File: config.mk
export PLATFORM = sky130hd
export DESIGN_NAME = video_timing_source
export DESIGN_NICKNAME = d
export VERILOG_FILES = /design/src/rtl/video_timing_source.sv
export SDC_FILE = /design/constraint.sdc
export NUM_CORES = 1
export LEC_CHECK = 0
export CORE_ASPECT_RATIO = 0.9
export CORE_MARGIN = 5
export CORE_UTILIZATION = 51
export CTS_BUF_LIST = sky130_fd_sc_hd__clkbuf_4 sky130_fd_sc_hd__clkbuf_8
export DETAILED_ROUTE_END_ITERATION = 16
export HOLD_SLACK_MARGIN = 0.06
export PLACE_DENSITY = 0.89
export SETUP_SLACK_MARGIN = 0.2
export SLEW_MARGIN = 0
export SYNTH_ARGS = -nofsm -noshare
export SYNTH_HDL_FRONTEND = slang
export SYNTH_SLANG_ARGS = --single-unit
File: constraint.sdc
create_clock -name clk_i -period 3.1 [get_ports clk_i]
set_input_delay 0.62 -clock clk_i [delete_from_list [all_inputs] [get_ports clk_i]]
set_output_delay 0.62 -clock clk_i [all_outputs]
set_load 0.02 [all_outputs]
File: src/rtl/video_timing_source.sv
// rtl/video_timing_source.sv - raster timing generator and ready-strobed pixel source.
// Optional colour-bar test pattern and test_mode_i port when TEST_PATTERN_EN is defined.
module video_timing_source #(
   parameter int H_ACTIVE = 1280,
   parameter int H_FP     = 110,
   parameter int H_SYNC   = 40,
   parameter int H_BP     = 220,
   parameter int V_ACTIVE = 720,
   parameter int V_FP     = 5,
   parameter int V_SYNC   = 5,
   parameter int V_BP     = 20
) (
   input  logic        clk_i,
   input  logic        reset_i,
   input  logic        enable_i,
`ifdef TEST_PATTERN_EN
   input  logic        test_mode_i,
`endif
   output logic        pixel_req_o,
   output logic [10:0] req_x_o,
   output logic [9:0]  req_y_o,
   input  logic [31:0] pixel_in_i,
   input  logic        pixel_valid_i,
   output logic        video_ready_o,
   output logic [31:0] pixel_out_o,
   output logic        hsync_o,
   output logic        vsync_o,
   output logic        frame_start_o,
   output logic        underflow_o,
   input  logic        clear_err_i
);

   localparam int H_TOTAL = H_ACTIVE + H_FP + H_SYNC + H_BP;
   localparam int V_TOTAL = V_ACTIVE + V_FP + V_SYNC + V_BP;

   localparam logic [10:0] H_ACT_C   = 11'(H_ACTIVE);
   localparam logic [10:0] H_SYNC_S  = 11'(H_ACTIVE + H_FP);
   localparam logic [10:0] H_SYNC_E  = 11'(H_ACTIVE + H_FP + H_SYNC);
   localparam logic [10:0] H_LAST    = 11'(H_TOTAL - 1);
   localparam logic [9:0]  V_ACT_C   = 10'(V_ACTIVE);
   localparam logic [9:0]  V_SYNC_S  = 10'(V_ACTIVE + V_FP);
   localparam logic [9:0]  V_SYNC_E  = 10'(V_ACTIVE + V_FP + V_SYNC);
   localparam logic [9:0]  V_LAST    = 10'(V_TOTAL - 1);

   generate
      if (H_TOTAL > 2048 || V_TOTAL > 1024) begin : g_size_check
         $error("video_timing_source: raster totals do not fit the 11/10-bit counters");
      end
   endgenerate

   typedef enum logic {ST_IDLE, ST_RUN} state_e;

   state_e      state_q, state_d;
   logic        run;
   logic [10:0] h_cnt_q, h_cnt_d;
   logic [9:0]  v_cnt_q, v_cnt_d;
   logic        h_last, v_last, frame_end;

   logic        active, hs0, vs0, first0;
   logic        s1_req_q, s1_hs_q, s1_vs_q, s1_first_q;
   logic        video_ready_q, hsync_q, vsync_q, frame_start_q, underflow_q, underflow_d;
   logic [31:0] pixel_out_q, pixel_out_d;
   logic        miss;

   assign h_last    = (h_cnt_q == H_LAST);
   assign v_last    = (v_cnt_q == V_LAST);
   assign frame_end = run && h_last && v_last;

   always_ff @(posedge clk_i or posedge reset_i) begin
      if (reset_i) begin
         state_q <= ST_IDLE;
      end else begin
         state_q <= state_d;
      end
   end

   // Leaving RUN is only allowed at the frame boundary so a frame is never truncated.
   always_comb begin
      state_d = state_q;
      case (state_q)
         ST_IDLE: if (enable_i) state_d = ST_RUN;
         ST_RUN:  if (frame_end && !enable_i) state_d = ST_IDLE;
         default: state_d = ST_IDLE;
      endcase
   end

   always_comb begin
      run = (state_q == ST_RUN);
   end

   always_comb begin
      h_cnt_d = h_cnt_q;
      v_cnt_d = v_cnt_q;
      if (!run) begin
         h_cnt_d = '0;
         v_cnt_d = '0;
      end else if (h_last) begin
         h_cnt_d = '0;
         v_cnt_d = v_last ? '0 : v_cnt_q + 10'd1;
      end else begin
         h_cnt_d = h_cnt_q + 11'd1;
      end
   end

   always_ff @(posedge clk_i or posedge reset_i) begin
      if (reset_i) begin
         h_cnt_q <= '0;
         v_cnt_q <= '0;
      end else begin
         h_cnt_q <= h_cnt_d;
         v_cnt_q <= v_cnt_d;
      end
   end

   assign active      = run && (h_cnt_q < H_ACT_C) && (v_cnt_q < V_ACT_C);
   assign pixel_req_o = active;
   assign req_x_o     = active ? h_cnt_q : 11'd0;
   assign req_y_o     = active ? v_cnt_q : 10'd0;

   assign hs0    = run && (h_cnt_q >= H_SYNC_S) && (h_cnt_q < H_SYNC_E);
   assign vs0    = run && (v_cnt_q >= V_SYNC_S) && (v_cnt_q < V_SYNC_E);
   assign first0 = active && (h_cnt_q == 11'd0) && (v_cnt_q == 10'd0);

`ifdef TEST_PATTERN_EN
   logic       mode_q;
   logic [2:0] s1_bar_q;

   function automatic logic [31:0] bar_colour(input logic [2:0] bar);
      case (bar)
         3'd0:    bar_colour = 32'h00FF_FFFF;
         3'd1:    bar_colour = 32'h00FF_FF00;
         3'd2:    bar_colour = 32'h0000_FFFF;
         3'd3:    bar_colour = 32'h0000_FF00;
         3'd4:    bar_colour = 32'h00FF_00FF;
         3'd5:    bar_colour = 32'h00FF_0000;
         3'd6:    bar_colour = 32'h0000_00FF;
         default: bar_colour = 32'h0000_0000;
      endcase
   endfunction

   // test_mode is only picked up between frames so a frame is never half pattern.
   always_ff @(posedge clk_i or posedge reset_i) begin
      if (reset_i) begin
         mode_q   <= 1'b0;
         s1_bar_q <= '0;
      end else begin
         if (!run || frame_end) mode_q <= test_mode_i;
         s1_bar_q <= req_x_o[10:8];
      end
   end
`endif

   always_comb begin
      pixel_out_d = '0;
      miss        = 1'b0;
      if (s1_req_q) begin
`ifdef TEST_PATTERN_EN
         if (mode_q) begin
            pixel_out_d = bar_colour(s1_bar_q);
         end else begin
            pixel_out_d = pixel_valid_i ? pixel_in_i : 32'h0;
            miss        = !pixel_valid_i;
         end
`else
         pixel_out_d = pixel_valid_i ? pixel_in_i : 32'h0;
         miss        = !pixel_valid_i;
`endif
      end
   end

   // A new miss outranks a simultaneous clear so no error is ever lost.
   always_comb begin
      underflow_d = underflow_q;
      if (miss) underflow_d = 1'b1;
      else if (clear_err_i) underflow_d = 1'b0;
   end

   always_ff @(posedge clk_i or posedge reset_i) begin
      if (reset_i) begin
         s1_req_q      <= 1'b0;
         s1_hs_q       <= 1'b0;
         s1_vs_q       <= 1'b0;
         s1_first_q    <= 1'b0;
         video_ready_q <= 1'b0;
         pixel_out_q   <= '0;
         hsync_q       <= 1'b0;
         vsync_q       <= 1'b0;
         frame_start_q <= 1'b0;
         underflow_q   <= 1'b0;
      end else begin
         s1_req_q      <= active;
         s1_hs_q       <= hs0;
         s1_vs_q       <= vs0;
         s1_first_q    <= first0;
         video_ready_q <= s1_req_q;
         pixel_out_q   <= pixel_out_d;
         hsync_q       <= s1_hs_q;
         vsync_q       <= s1_vs_q;
         frame_start_q <= s1_first_q;
         underflow_q   <= underflow_d;
      end
   end

   assign video_ready_o = video_ready_q;
   assign pixel_out_o   = pixel_out_q;
   assign hsync_o       = hsync_q;
   assign vsync_o       = vsync_q;
   assign frame_start_o = frame_start_q;
   assign underflow_o   = underflow_q;

endmodule

==> out/qor.csv <==
metric,value,unit
routed len/inst,16.8,µm
"wirelength, routed",7.14,mm
Final Hold Fails,0,
worst skew pair latency,0.33,ns
Max Buffers Root-to-Sink,2,
clk_skew,0.00679,ns
worst rel slew slack,43.5,%
pwr/cell area,556,nW/µm²
Post-Syn Area,2820,µm²
Post-synth top cells,"dfrtp_1, and3_1, and2_1",
slowest CP cell,dfrtp_1,
critical path cell sequence,"and4b_2, o21ai_1, and4_1, buf_4, and2_1, dlygate4sd2_1",
Avg Vias per Cell,5.52,
CTS H-tree lvls,3,
number of enable flip-flop cells after synthesis,0,
Die H,80.5,µm
DR pass1 iterations,4,
die width,88.3,µm
most common cell in the synthesized netlist,dfrtp_1,
Finished Layout Cells,425,
Synth Instances,261,
crit end category,output pin,
final worst-path cycle share,88.3,%
RSZ-0062 raised after global routing,false,
cell row count,25,
layout cells sized above 1,7.54,%
Port Buf Inserts,95,
Area Growth Syn to Fin,41.6,%
Max Cap Violations,0,
CP startpoint kind,flip-flop,
Max VDD drop,421,µV
Max Used Layer,met4,
met3 routed WL,630,µm
final antenna-violating net count,0,
LEAKAGE,1.88,nW
initial antenna violation count,0,
CTS root buffer,clkbuf_8,
Starting Density,53.0,%
Fmax,365,MHz
DR WL met2,3.57,mm
overall routing resource usage,20.9,%
Synth area leaders,"dfrtp_1, and3_1, and2_1",
routed metal-1 wirelength,2.92,mm
ANT cells,0,
via count,2346,
CP max stage delay,0.45,ns
post-synth cell types,40,
Yosys top cell by area,dfrtp_1,
CTS clock-pin slew for the worst setup and hold paths,0.07,ns
GP Congestion,0.828,
core area,5320,µm²
final period demand of the worst path,2.74,ns
"Slew Viols, Final",0,
"Seq/Total Area, Yosys",56.0,%
CTS sink cnt,63,
Synth Warn #,0,
Worst Tran Pin Value,0.845,ns
top_reg_cell synth,dfrtp_1,
Largest register FFs,32,
outcome,"complete, no violations",
TritonCTS Buffers,9,
die area,7110,µm²
DRC viols,0,
Setup CP Type,reg -> out,
HP Start,s1_vs_q$_DFF_PP0_,
num ports,96,
Placed Instances,409,
largest net degree at the start of global routing,64,
CTS tree,done,
crit path DAT,2.12,ns
first-pass GRT wire length,11.3,mm
total gr overflow,0,
required time of the critical path,2.48,ns
Synth Register Bits,63,
setup_tns,0,ns
DRT iter0 DRCs,130,
R2R Path Start,v_cnt_q[1]$_DFFE_PP0P_,
share of the synthesized area in the top cell type,56.0,%
vias in the first global route,2231,
Final nets,397,
CP Launch Point,v_cnt_q[8]$_DFFE_PP0P_,
asr flop ratio synth,100,%
hpwl dp,5.11,mm
Post-CTS Hold Buffers,0,
Worst Path Max Fanout,13,
Post-CTS Setup Inserts,0,
Post-Syn Area per Cell,10.8,µm²
endpoints failing setup,0,
syn_nets,305,
HP Class,reg -> reg,
placed cells by master, fill, tap and decap left out, drive strengths merged, types with 4 or more instances in the layout:
master,instances
nor4,5
clkdlybuf4s50,74
nand4,8
nand3,10
ha,7
a21oi,4
xnor2,7
and3,37
dlygate4sd2,20
dfrtp,63
a31oi,4
clkbuf,10
and2,23
nand2,13
o21ai,6
inv,11
nor2,18
routing by layer:
metal  global-route usage, %  up-vias
li1                        -     1088
met1                    25.5     1150
met2                    35.8      106
met3                    6.97        2
met4                    4.83        0
met5                       0        -
power by group:
group / total [mW] / switching, mW / internal (mW)
Sequential: 0.997 / 0.108 / 0.889
Clock: 0.767 / 0.308 / 0.459
Combinational: 0.454 / 0.226 / 0.228
Total: 2.22 / 0.641 / 1.58
path summary, 6_finish.rpt:
| path | end | slack, ns | depth (start not counted) |
|---|---|---|---|
| max reg2reg | v_cnt_q[8]$_DFFE_PP0P_ | 1.10 | 6 |
| min reg2reg | vsync_o$_DFF_PP0_ | 0.35 | 0 |
| max | req_x_o[8] | 0.36 | 6 |
| min in group asynchronous | pixel_out_o[27]$_DFF_PP0_ | 0.83 | 3 |
| min | vsync_o$_DFF_PP0_ | 0.35 | 0 |
| max in group asynchronous | pixel_out_o[2]$_DFF_PP0_ | 1.78 | 3 |
kinds of logic (layout without fill, tap and decap cells):
group / count (synthesis) / after routing / synth area share, %
buffers and inverters: 28 / 125 / 4.35
AND/OR/NAND/NOR: 126 / 126 / 26.1
adder cells (fa/ha/maj): 7 / 7 / 3.11
flip-flops: 63 / 63 / 56.0
XOR/XNOR: 9 / 9 / 2.80
AO/OA/AOI/OAI: 26 / 26 / 6.97
multiplexers: 2 / 2 / 0.711
stage by stage:
stage	total power, mW	cell area (µm²)	utilization [%]	hold slack, ns	setup slack [ns]
2_1_floorplan	1.28	2820	-	0.331	0.910
3_3_place_gp	1.49	3790	71.3	0.332	0.541
3_5_place_dp	1.50	3790	71.3	0.337	0.479
4_1_cts	2.23	3990	74.9	0.356	0.281
5_1_grt	2.33	3990	75.0	0.369	0.265
6_report	2.22	3990	75.0	0.354	0.362
area by class of cell:
cell class	count	area, µm²
sequential	63	1580
clock buffer	10	131
multi-input combinational	170	1120
inverter	11	41.3
timing repair buffer	98	951
fill	349	1330
clock inverter	6	85.1
tap	67	83.8
critical path: cells and delay by family (launching register included):
family,cells,cell delay [ns]
AO/OA/AOI/OAI,1,0.09
buffers and inverters,2,0.49
AND/OR/NAND/NOR,3,0.76
flip-flops,1,0.45
what timing repair did:
item | 4_1_cts | 5_1_grt
gates cloned | 0 | 0
resized for setup | 21 | 1
endpoints found under the setup margin | 20 | 1
No activity file was read; power rests on OpenSTA's default activity.
